<file path="src/rtl/i2s_audio_tx_if.sv">
// ---------------------------------------------------------------------------
// i2s_audio_tx_if
// Sample-pair stream from the audio mixer into the I2S transmitter.
//   left_in      : left-channel PCM sample (signed two's complement)
//   right_in     : right-channel PCM sample (signed two's complement)
//   sample_valid : left_in/right_in hold a new pair (mixer -> transmitter)
//   sample_ready : transmitter holding register is empty (transmitter -> mixer)
// A pair moves when sample_valid && sample_ready at a rising clk edge.
// ---------------------------------------------------------------------------
interface i2s_audio_tx_if #(
  parameter int SAMPLE_W = 16
);
  logic [SAMPLE_W-1:0] left_in;
  logic [SAMPLE_W-1:0] right_in;
  logic                sample_valid;
  logic                sample_ready;

  modport master (
    output left_in,
    output right_in,
    output sample_valid,
    input  sample_ready
  );

  modport slave (
    input  left_in,
    input  right_in,
    input  sample_valid,
    output sample_ready
  );
endinterface

</file>
<file path="src/rtl/i2s_audio_tx.sv">
// ---------------------------------------------------------------------------
// i2s_audio_tx
// Serialises stereo PCM pairs into Philips-format I2S on the board pins.
//   clk       : system clock
//   reset_n   : asynchronous, active-low reset
//   audio     : sample-pair stream (slave side), single-entry holding register
//   i2s_bck   : bit clock, clk/(2*CLK_DIV)
//   i2s_lrck  : word select, 0 = left slot, 1 = right slot
//   i2s_data  : serial data, MSB first, one BCK after the word-select edge
//   underrun  : one-clk pulse when a frame starts with no new pair pending
// All serial outputs change only in the clk cycle where BCK falls, so the
// receiver can sample safely on BCK rising edges.
// ---------------------------------------------------------------------------
module i2s_audio_tx #(
  parameter int CLK_DIV  = 8,
  parameter int SAMPLE_W = 16,
  parameter int SLOT_W   = 32
) (
  input  logic          clk,
  input  logic          reset_n,
  i2s_audio_tx_if.slave audio,
  output logic          i2s_bck,
  output logic          i2s_lrck,
  output logic          i2s_data,
  output logic          underrun
);

  localparam int FRAME_BITS = 2 * SLOT_W;
  localparam int DIV_W      = (CLK_DIV > 1) ? $clog2(CLK_DIV) : 1;
  localparam int BIT_W      = $clog2(FRAME_BITS);
  localparam int SLOT_IDX_W = (SLOT_W > 1) ? $clog2(SLOT_W) : 1;

  localparam logic [DIV_W-1:0] DIV_LAST = DIV_W'(CLK_DIV - 1);
  localparam logic [BIT_W-1:0] BIT_LAST = BIT_W'(FRAME_BITS - 1);
  localparam logic [BIT_W-1:0] SLOT_LEN = BIT_W'(SLOT_W);

  // Registered state
  logic [DIV_W-1:0]    div_cnt_reg;
  logic                bck_reg;
  logic                lrck_reg;
  logic                data_reg;
  logic                underrun_reg;
  logic [BIT_W-1:0]    bit_cnt_reg;
  logic                pend_full_reg;
  logic [SAMPLE_W-1:0] pend_l_reg;
  logic [SAMPLE_W-1:0] pend_r_reg;
  logic [SAMPLE_W-1:0] cur_l_reg;
  logic [SAMPLE_W-1:0] cur_r_reg;

  // Next-state / decode
  logic                div_wrap;
  logic                fall_tick;
  logic                frame_start;
  logic                load_pair;
  logic                accept;
  logic [BIT_W-1:0]    bit_cnt_next;
  logic                lrck_next;
  logic [SLOT_IDX_W-1:0] slot_idx;
  logic [SAMPLE_W-1:0] cur_l_next;
  logic [SAMPLE_W-1:0] cur_r_next;
  logic [SLOT_W-1:0]   slot_l_bits;
  logic [SLOT_W-1:0]   slot_r_bits;
  logic                data_next;

  assign div_wrap     = (div_cnt_reg == DIV_LAST);
  // BCK is about to go 1->0: the only cycle in which frame state advances.
  assign fall_tick    = div_wrap && bck_reg;
  assign bit_cnt_next = (bit_cnt_reg == BIT_LAST) ? '0 : bit_cnt_reg + 1'b1;
  assign frame_start  = fall_tick && (bit_cnt_reg == BIT_LAST);
  assign load_pair    = frame_start && pend_full_reg;
  // Ready is simply "holding register empty", so a load and an accept can
  // never coincide: accept needs pend_full=0, load needs pend_full=1.
  assign accept       = audio.sample_valid && !pend_full_reg;

  assign lrck_next  = (bit_cnt_next >= SLOT_LEN);
  assign slot_idx   = SLOT_IDX_W'(lrck_next ? bit_cnt_next - SLOT_LEN : bit_cnt_next);
  assign cur_l_next = load_pair ? pend_l_reg : cur_l_reg;
  assign cur_r_next = load_pair ? pend_r_reg : cur_r_reg;

  // Per-slot bit maps: position 0 is the one-BCK I2S delay, positions
  // 1..SAMPLE_W carry the sample MSB first, the rest of the slot pads with 0.
  generate
    for (genvar gi = 0; gi < SLOT_W; gi++) begin : g_slot
      if (gi >= 1 && gi <= SAMPLE_W) begin : g_sample
        assign slot_l_bits[gi] = cur_l_next[SAMPLE_W-gi];
        assign slot_r_bits[gi] = cur_r_next[SAMPLE_W-gi];
      end else begin : g_pad
        assign slot_l_bits[gi] = 1'b0;
        assign slot_r_bits[gi] = 1'b0;
      end
    end
  endgenerate

  assign data_next = lrck_next ? slot_r_bits[slot_idx] : slot_l_bits[slot_idx];

  always_ff @(posedge clk or negedge reset_n) begin
    if (!reset_n) begin
      div_cnt_reg   <= '0;
      bck_reg       <= 1'b0;
      lrck_reg      <= 1'b0;
      data_reg      <= 1'b0;
      underrun_reg  <= 1'b0;
      bit_cnt_reg   <= BIT_LAST;
      pend_full_reg <= 1'b0;
      pend_l_reg    <= '0;
      pend_r_reg    <= '0;
      cur_l_reg     <= '0;
      cur_r_reg     <= '0;
    end else begin
      div_cnt_reg  <= div_wrap ? '0 : div_cnt_reg + 1'b1;
      if (div_wrap) begin
        bck_reg <= !bck_reg;
      end

      underrun_reg <= frame_start && !pend_full_reg;

      if (fall_tick) begin
        bit_cnt_reg <= bit_cnt_next;
        lrck_reg    <= lrck_next;
        data_reg    <= data_next;
        cur_l_reg   <= cur_l_next;
        cur_r_reg   <= cur_r_next;
      end

      if (load_pair) begin
        pend_full_reg <= 1'b0;
      end else if (accept) begin
        pend_l_reg    <= audio.left_in;
        pend_r_reg    <= audio.right_in;
        pend_full_reg <= 1'b1;
      end
    end
  end

  assign audio.sample_ready = !pend_full_reg;
  assign i2s_bck            = bck_reg;
  assign i2s_lrck           = lrck_reg;
  assign i2s_data           = data_reg;
  assign underrun           = underrun_reg;

endmodule
</file>
<file path="src/flat_wrapper.sv">
// flat-port wrapper written by rule: the top's interface ports become plain ports
module i2s_audio_tx_flat 
#(
  parameter int CLK_DIV  = 8,
  parameter int SAMPLE_W = 16,
  parameter int SLOT_W   = 32
)
  (clk, reset_n, i2s_bck, i2s_lrck, i2s_data, underrun, audio_left_in, audio_right_in, audio_sample_valid, audio_sample_ready);
  i2s_audio_tx_if #(.SAMPLE_W(SAMPLE_W)) audio_i ();
  input  logic clk;
  input  logic reset_n;
  output logic i2s_bck;
  output logic i2s_lrck;
  output logic i2s_data;
  output logic underrun;
  input wire logic [$bits(audio_i.left_in)-1:0] audio_left_in;
  input wire logic [$bits(audio_i.right_in)-1:0] audio_right_in;
  input wire logic [$bits(audio_i.sample_valid)-1:0] audio_sample_valid;
  output wire logic [$bits(audio_i.sample_ready)-1:0] audio_sample_ready;
  assign audio_i.left_in = audio_left_in;
  assign audio_i.right_in = audio_right_in;
  assign audio_i.sample_valid = audio_sample_valid;
  assign audio_sample_ready = audio_i.sample_ready;
  i2s_audio_tx #(.CLK_DIV(CLK_DIV), .SAMPLE_W(SAMPLE_W), .SLOT_W(SLOT_W)) u_core (.clk(clk), .reset_n(reset_n), .audio(audio_i), .i2s_bck(i2s_bck), .i2s_lrck(i2s_lrck), .i2s_data(i2s_data), .underrun(underrun));
endmodule
</file>
<file path="config.mk">
export PLATFORM = sky130hd
export DESIGN_NAME = i2s_audio_tx_flat
export DESIGN_NICKNAME = d
export VERILOG_FILES = /design/src/rtl/i2s_audio_tx_if.sv /design/src/rtl/i2s_audio_tx.sv /design/src/flat_wrapper.sv
export SDC_FILE = /design/constraint.sdc
export NUM_CORES = 1
export LEC_CHECK = 0
export CORE_UTILIZATION = 52
export CTS_BUF_LIST = sky130_fd_sc_hd__clkbuf_8
export DETAILED_ROUTE_END_ITERATION = 12
export PLACE_DENSITY = 0.78
export SYNTH_ARGS = -nofsm -noshare
export SYNTH_HDL_FRONTEND = slang
export SYNTH_SLANG_ARGS = --single-unit
</file>
<file path="constraint.sdc">
create_clock -name clk -period 2.4 [get_ports clk]
set_clock_uncertainty 0.15 [all_clocks]
set_input_delay 0.6 -clock clk [delete_from_list [all_inputs] [get_ports clk]]
set_output_delay 0.6 -clock clk [all_outputs]
set_load 0.005 [all_outputs]
</file>
After elaboration in Yosys (flattened, before gate mapping) --
Cells that the tools add are included.
Cells by class: muxes and demuxes 12, $add $sub $neg 3, reduce and logical (&&, ||, !) cells 9, bitwise gates (word level) 1, equal/unequal tests 2, order comparisons 2
Operators by type and width (number):
- two-way mux 16 bit | 2
- binary-select mux 1 bit (select 5 bit) | 2
- adder 6 x 1 -> 6 bit, second input constant | 1
- equality test 6 bit, second input constant | 1
- >= comparator 6 bit, second input constant | 1
- less-than comparator 5 x 6 -> 1 bit, second input constant | 1
- two-way mux 6 bit | 1
- logical AND 1 bit | 5
- two-way mux 1 bit | 5
- two-way mux 5 bit | 1
- subtractor 5 x 1 -> 5 bit, second input constant | 1
- adder 3 x 1 -> 3 bit, second input constant | 1
- equality test 3 bit, second input constant | 1
- two-way mux 3 bit | 1
- zero test 1 bit | 2
- AND reduction 2 bit | 1
- nonzero test 2 bit | 1
- inverter 1 bit | 1
Word-level totals: flip-flop bits (word level) 78, word-level logic and storage cells 40

Logic depth before layout (Yosys ltp) --
depth in word-level cells 8, gate-level depth with buffers 12

Worst setup path before layout --
No wires, ideal clock.
path type reg-to-reg, start point register u_core.bit_cnt_reg[1], end point register u_core.data_reg, in the netlist u_core.i2s_data, setup slack -0.048 ns, required time 2.179 ns, setup time 0.071 ns, data arrival time 2.227 ns, cell stages (with the launch flop) 11, path buffers 2, cells stage by stage dfstp_2 > ha_1 > and4_1 > buf_4 > and3_1 > buf_6 > nand2_2 > a31oi_2 > a211oi_1 > or4_1 > nand4_1
On the way: word-level cells in the longest chain between the ends 7, elaborated cells on any way between the ends 15
Ends and longest elaborated chain:
- start: declaration | RTL line i2s_audio_tx.sv:43 | logic [BIT_W-1:0] bit_cnt_reg;
- start signal: assignment | RTL line i2s_audio_tx.sv:118 | bit_cnt_reg <= bit_cnt_next;
- adder 6 x 1 -> 6 bit / equality test 6 bit (equally long branches) | RTL line i2s_audio_tx.sv:68, i2s_audio_tx.sv:69
- two-way mux 6 bit / logical AND 1 bit (equally long branches) | RTL line i2s_audio_tx.sv:68, i2s_audio_tx.sv:69
- subtractor 5 x 1 -> 5 bit, or another cell as far along | RTL line i2s_audio_tx.sv:76 | assign slot_idx = SLOT_IDX_W'(lrck_next ? bit_cnt_next - SLOT_LEN : bit_cnt_next);
- two-way mux 5 bit, or another cell as far along | RTL line i2s_audio_tx.sv:76
- binary-select mux 1 bit (select 5 bit) | RTL line i2s_audio_tx.sv:94 | assign data_next = lrck_next ? slot_r_bits[slot_idx] : slot_l_bits[slot_idx];
- two-way mux 1 bit (not written as such) | RTL line i2s_audio_tx.sv:94
- two-way mux 1 bit * | RTL line i2s_audio_tx.sv:94
- end signal: assignment | RTL line i2s_audio_tx.sv:120 | data_reg <= data_next;
- end: declaration | RTL line i2s_audio_tx.sv:41 | logic data_reg;
Mark *: on every way between the ends. The rest lies on a longest branch, timed or not. The select of a mux whose other input is x is not followed. A chain may end at the register's enable or synchronous reset.

Final worst setup path --
start point register u_core.bit_cnt_reg[0], end point register u_core.data_reg, in the netlist u_core.i2s_data
The elaborated chain is that of the path after synthesis.

==> key figures <==
Power and ir drop
  – Total power draw: 2.59 mW
  – Pwr Density: 593 nW/um^2
  – Combinational share of power: 5.5%
  – Max VDD drop: approximately 0.00048 V
  – Switching power: 0.542 mW
  – Sw Ratio: between 20% and 30%
  – Int Pwr: 2.04 mW
  – Register share of total power: about 55%
  – Clock Power Share: 39.7%
  – Static leakage: between 2 and 2.5 nW

Place
  – DP Worst Slack: -63.0 ps
  – Post-detail-place hpwl: 4980 um
  – Routability cong.: between 0.9 and 1
  – Port bufs: 39

Run status
  – Status: finished with violations
  – Failing checks: negative setup slack

STA
  – Worst-Margin Slew: 536 ps
  – RSZ-0062 raised after global routing: yes
  – Count of final setup violators: 1
  – Final Cycle Share: 101%
  – Clock period minus worst slack: 2430 ps
  – Fin. max-slew vios: 0
  – Final WS setup: -31.4 ps
  – Final Hold Vio Count: 0
  – Slew headroom: 64.3%
  – Achievable clock frequency: 411 MHz

Detailed routing
  – Routed Antenna Nets: 0
  – Drt total wl: 7240 um
  – WL/cell: 15.4 um
  – Drt via density: 5.49
  – Drt first pass iters: 4
  – DRC errors left: 0
  – DR vias: roughly 2600
  – Drt first-iter violations: 150

Global routing
  – Vias in the first global route: 2721
  – First-pass GRT wire length: 12700 um
  – Initial antenna violation count: 0
  – GRT Overall Usage: 23.4%
  – Gr ovfl total: 0
  – Pin count of the biggest net entering global routing: 41

Worst setup path
  – Crit-path leading delay family: simple AND/OR/NAND/NOR gates
  – Worst-path fanout max: 7
  – Crit Path Category: reg -> reg
  – Required @ worst endpoint: 2540 ps
  – Crit start category: flip-flop
  – Worst path max stage delay: 570 ps
  – Cell Chain, Critical Path: ha_4 > and4_4 > and3_4 > buf_6 > nand2_2 > a31oi_4 > o22ai_1 > or4_1 > nand4_1
  – Crit-path slowest cell: dfstp_2
  – CP arrival: 2570 ps
  – CP bufs+invs: 1
  – Worst Setup End Kind: flip-flop

Yosys
  – Synth top area share: 52.2%
  – Post-synthesis sequential area ratio: 56.8%
  – Largest area contributor in the synthesized netlist: dfrtp_1
  – Post-Syn Instances: 330
  – Synth warn: 0
  – Cell variety after synth: 45
  – Synthesized netlist net count: 368
  – Fraction of registers with async set/reset: 100%
  – EDFF count, synth: 0
  – Area contributors post-synth: dfrtp_1 (52%), nand2_1 (11%), mux2_2 (10%)
  – Mapped Avg Cell Area: around 10 sq um
  – Seq cells post-synth: 78
  – Synthesized area: 3450 sq um
  – Synth Flop Type: dfrtp_1

Clocking
  – Clock Tree Root: clkbuf_8
  – Num Clock Sinks: 78
  – H-tree levels: 3
  – Clock Pin Slew Worst Setup and Hold Paths: ~80 ps
  – Post-CTS Hold Buffers: 0
  – Num CTS Buffers: 9
  – Clock Latency Late Sink: 350 ps
  – CTS tree: done
  – Clock buffer depth: 2

Finish
  – Final #Nets: around 430
  – Layout Area Growth over Synthesis: 26.3%
  – Share of layout cells above drive strength 1: 24.4%
  – # diodes: 0
  – Most common cell after layout, fill and taps aside: nand2_1
  – Commonest non-fill, non-tap cells in the layout: nand2_1 (102), dfrtp_1 (72), clkdlybuf4s50_1 (38)

Floorplan
  – # IOs: 40
  – CORE AREA: 6390 sq um
  – Die Width: 83.5 um
  – Initial cell density of the core: 54.1%
  – FP Rows: 29
  – Die Span Y: 83.5 um
  – DIE AREA: 6970 sq um

Flow run
  – Max-Cap Viols: 0

Worst hold path
  – Hold Crit Class: in -> async
-- path summary, 6_finish.rpt --
kind	startpoint	end	slack (ps)	cells past startpoint
hold reg to reg	u_core.div_cnt_reg[0]$_DFF_PN0_	u_core.div_cnt_reg[0]$_DFF_PN0_	290	1
setup reg to reg	u_core.bit_cnt_reg[0]$_DFFE_PN1P_	u_core.i2s_data$_DFFE_PN0P_	-30	9
max in group asynchronous	reset_n	u_core.bit_cnt_reg[0]$_DFFE_PN1P_	1380	2
hold / removal	reset_n	u_core.i2s_bck$_DFFE_PN0N_	80	1
min in group clk	u_core.div_cnt_reg[0]$_DFF_PN0_	u_core.div_cnt_reg[0]$_DFF_PN0_	290	1
setup / recovery	u_core.bit_cnt_reg[0]$_DFFE_PN1P_	u_core.i2s_data$_DFFE_PN0P_	-30	9
-- per-stage QoR --
stage | hold WS, ps | cells | area (sq um) | setup TNS (ps) | utilization, %
final | 77.4 | 470 | 4360 | -31.4 | 68.3
after global routing | 105 | 470 | 4360 | -89.4 | 68.3
after CTS | 82.5 | 470 | 4350 | 0 | 68.1
after detailed placement | 280 | 454 | 4070 | -63.0 | 63.8
after global placement | 268 | 454 | 4070 | -26.7 | 63.8
after floorplan | 154 | 330 | 3460 | 0 | -
-- metal layers --
metal | vias up | GRT usage, % | wire, um
met3 | 19 | 4.75 | 334
met1 | 1255 | 30.8 | 3240
met5 | - | 0 | 0
met2 | 72 | 37.0 | 3490
met4 | 0 | 12.2 | 184
li1 | 1232 | - | -
-- worst register-to-register path: cells and delay by family, from the launching register on --
kind / cells / cell delay [ps]
flops: 1 / 570
buf+inv: 1 / 120
simple gates: 5 / 1100
compound gates: 2 / 280
fa+ha+maj: 1 / 140
-- final cells by class --
class                      instances  area [sq um]
clock inverter                     5          77.6
multi-input combinational        231          1450
tap                               77          96.3
fill                             496          2030
timing repair buffer              68           646
sequential                        78          1960
clock buffer                       9           124
inverter                           2          7.51
-- power by group through the flow --
| stage | Sequential, mW | Clock [mW] | Combinational [mW] |
|---|---|---|---|
| finish | 1.42 | 1.03 | 0.143 |
| global route | 1.42 | 1.09 | 0.160 |
| CTS | 1.42 | 1.05 | 0.147 |
| detailed placement | 1.44 | 0 | 0.146 |
| global placement | 1.44 | 0 | 0.140 |
| floorplan | 1.42 | 0 | 0.0555 |
-- synthesized netlist by cell type, types with 3 or more instances --
master and count:
nand3_1 11, clkbuf_1 6, buf_1 4, and3_1 3, mux2_2 32, xnor2_1 3, a21o_1 3, buf_2 3
o22ai_1 3, a211oi_1 3, o211ai_1 3, dfstp_2 6, buf_4 4, o21ai_0 5, nand4_1 4, nor2_1 16
dfrtp_1 72, ha_1 3, xor2_1 4, nand2_1 102, nor3_1 6
-- what timing repair did --
action	4_1_cts	5_1_grt
setup buffers	2	0
pin swaps	2	2
endpoints found under the setup margin	1	1
hold endpoints to repair	0	0
resized for setup	13	3
-- kinds of logic (layout without fill, tap and decap cells) --
family	after synthesis	count (layout)	share of synthesized area (%)
multiplexers	35	35	11.5
adder cells (fa/ha/maj)	3	3	1.09
AO/OA/AOI/OAI	33	33	6.96
buffers and inverters	21	84	3.26
flip-flops	78	78	56.8
XOR/XNOR	7	7	1.78
AND/OR/NAND/NOR	153	153	18.7
Note: power is estimated with default switching activity, not from simulation.
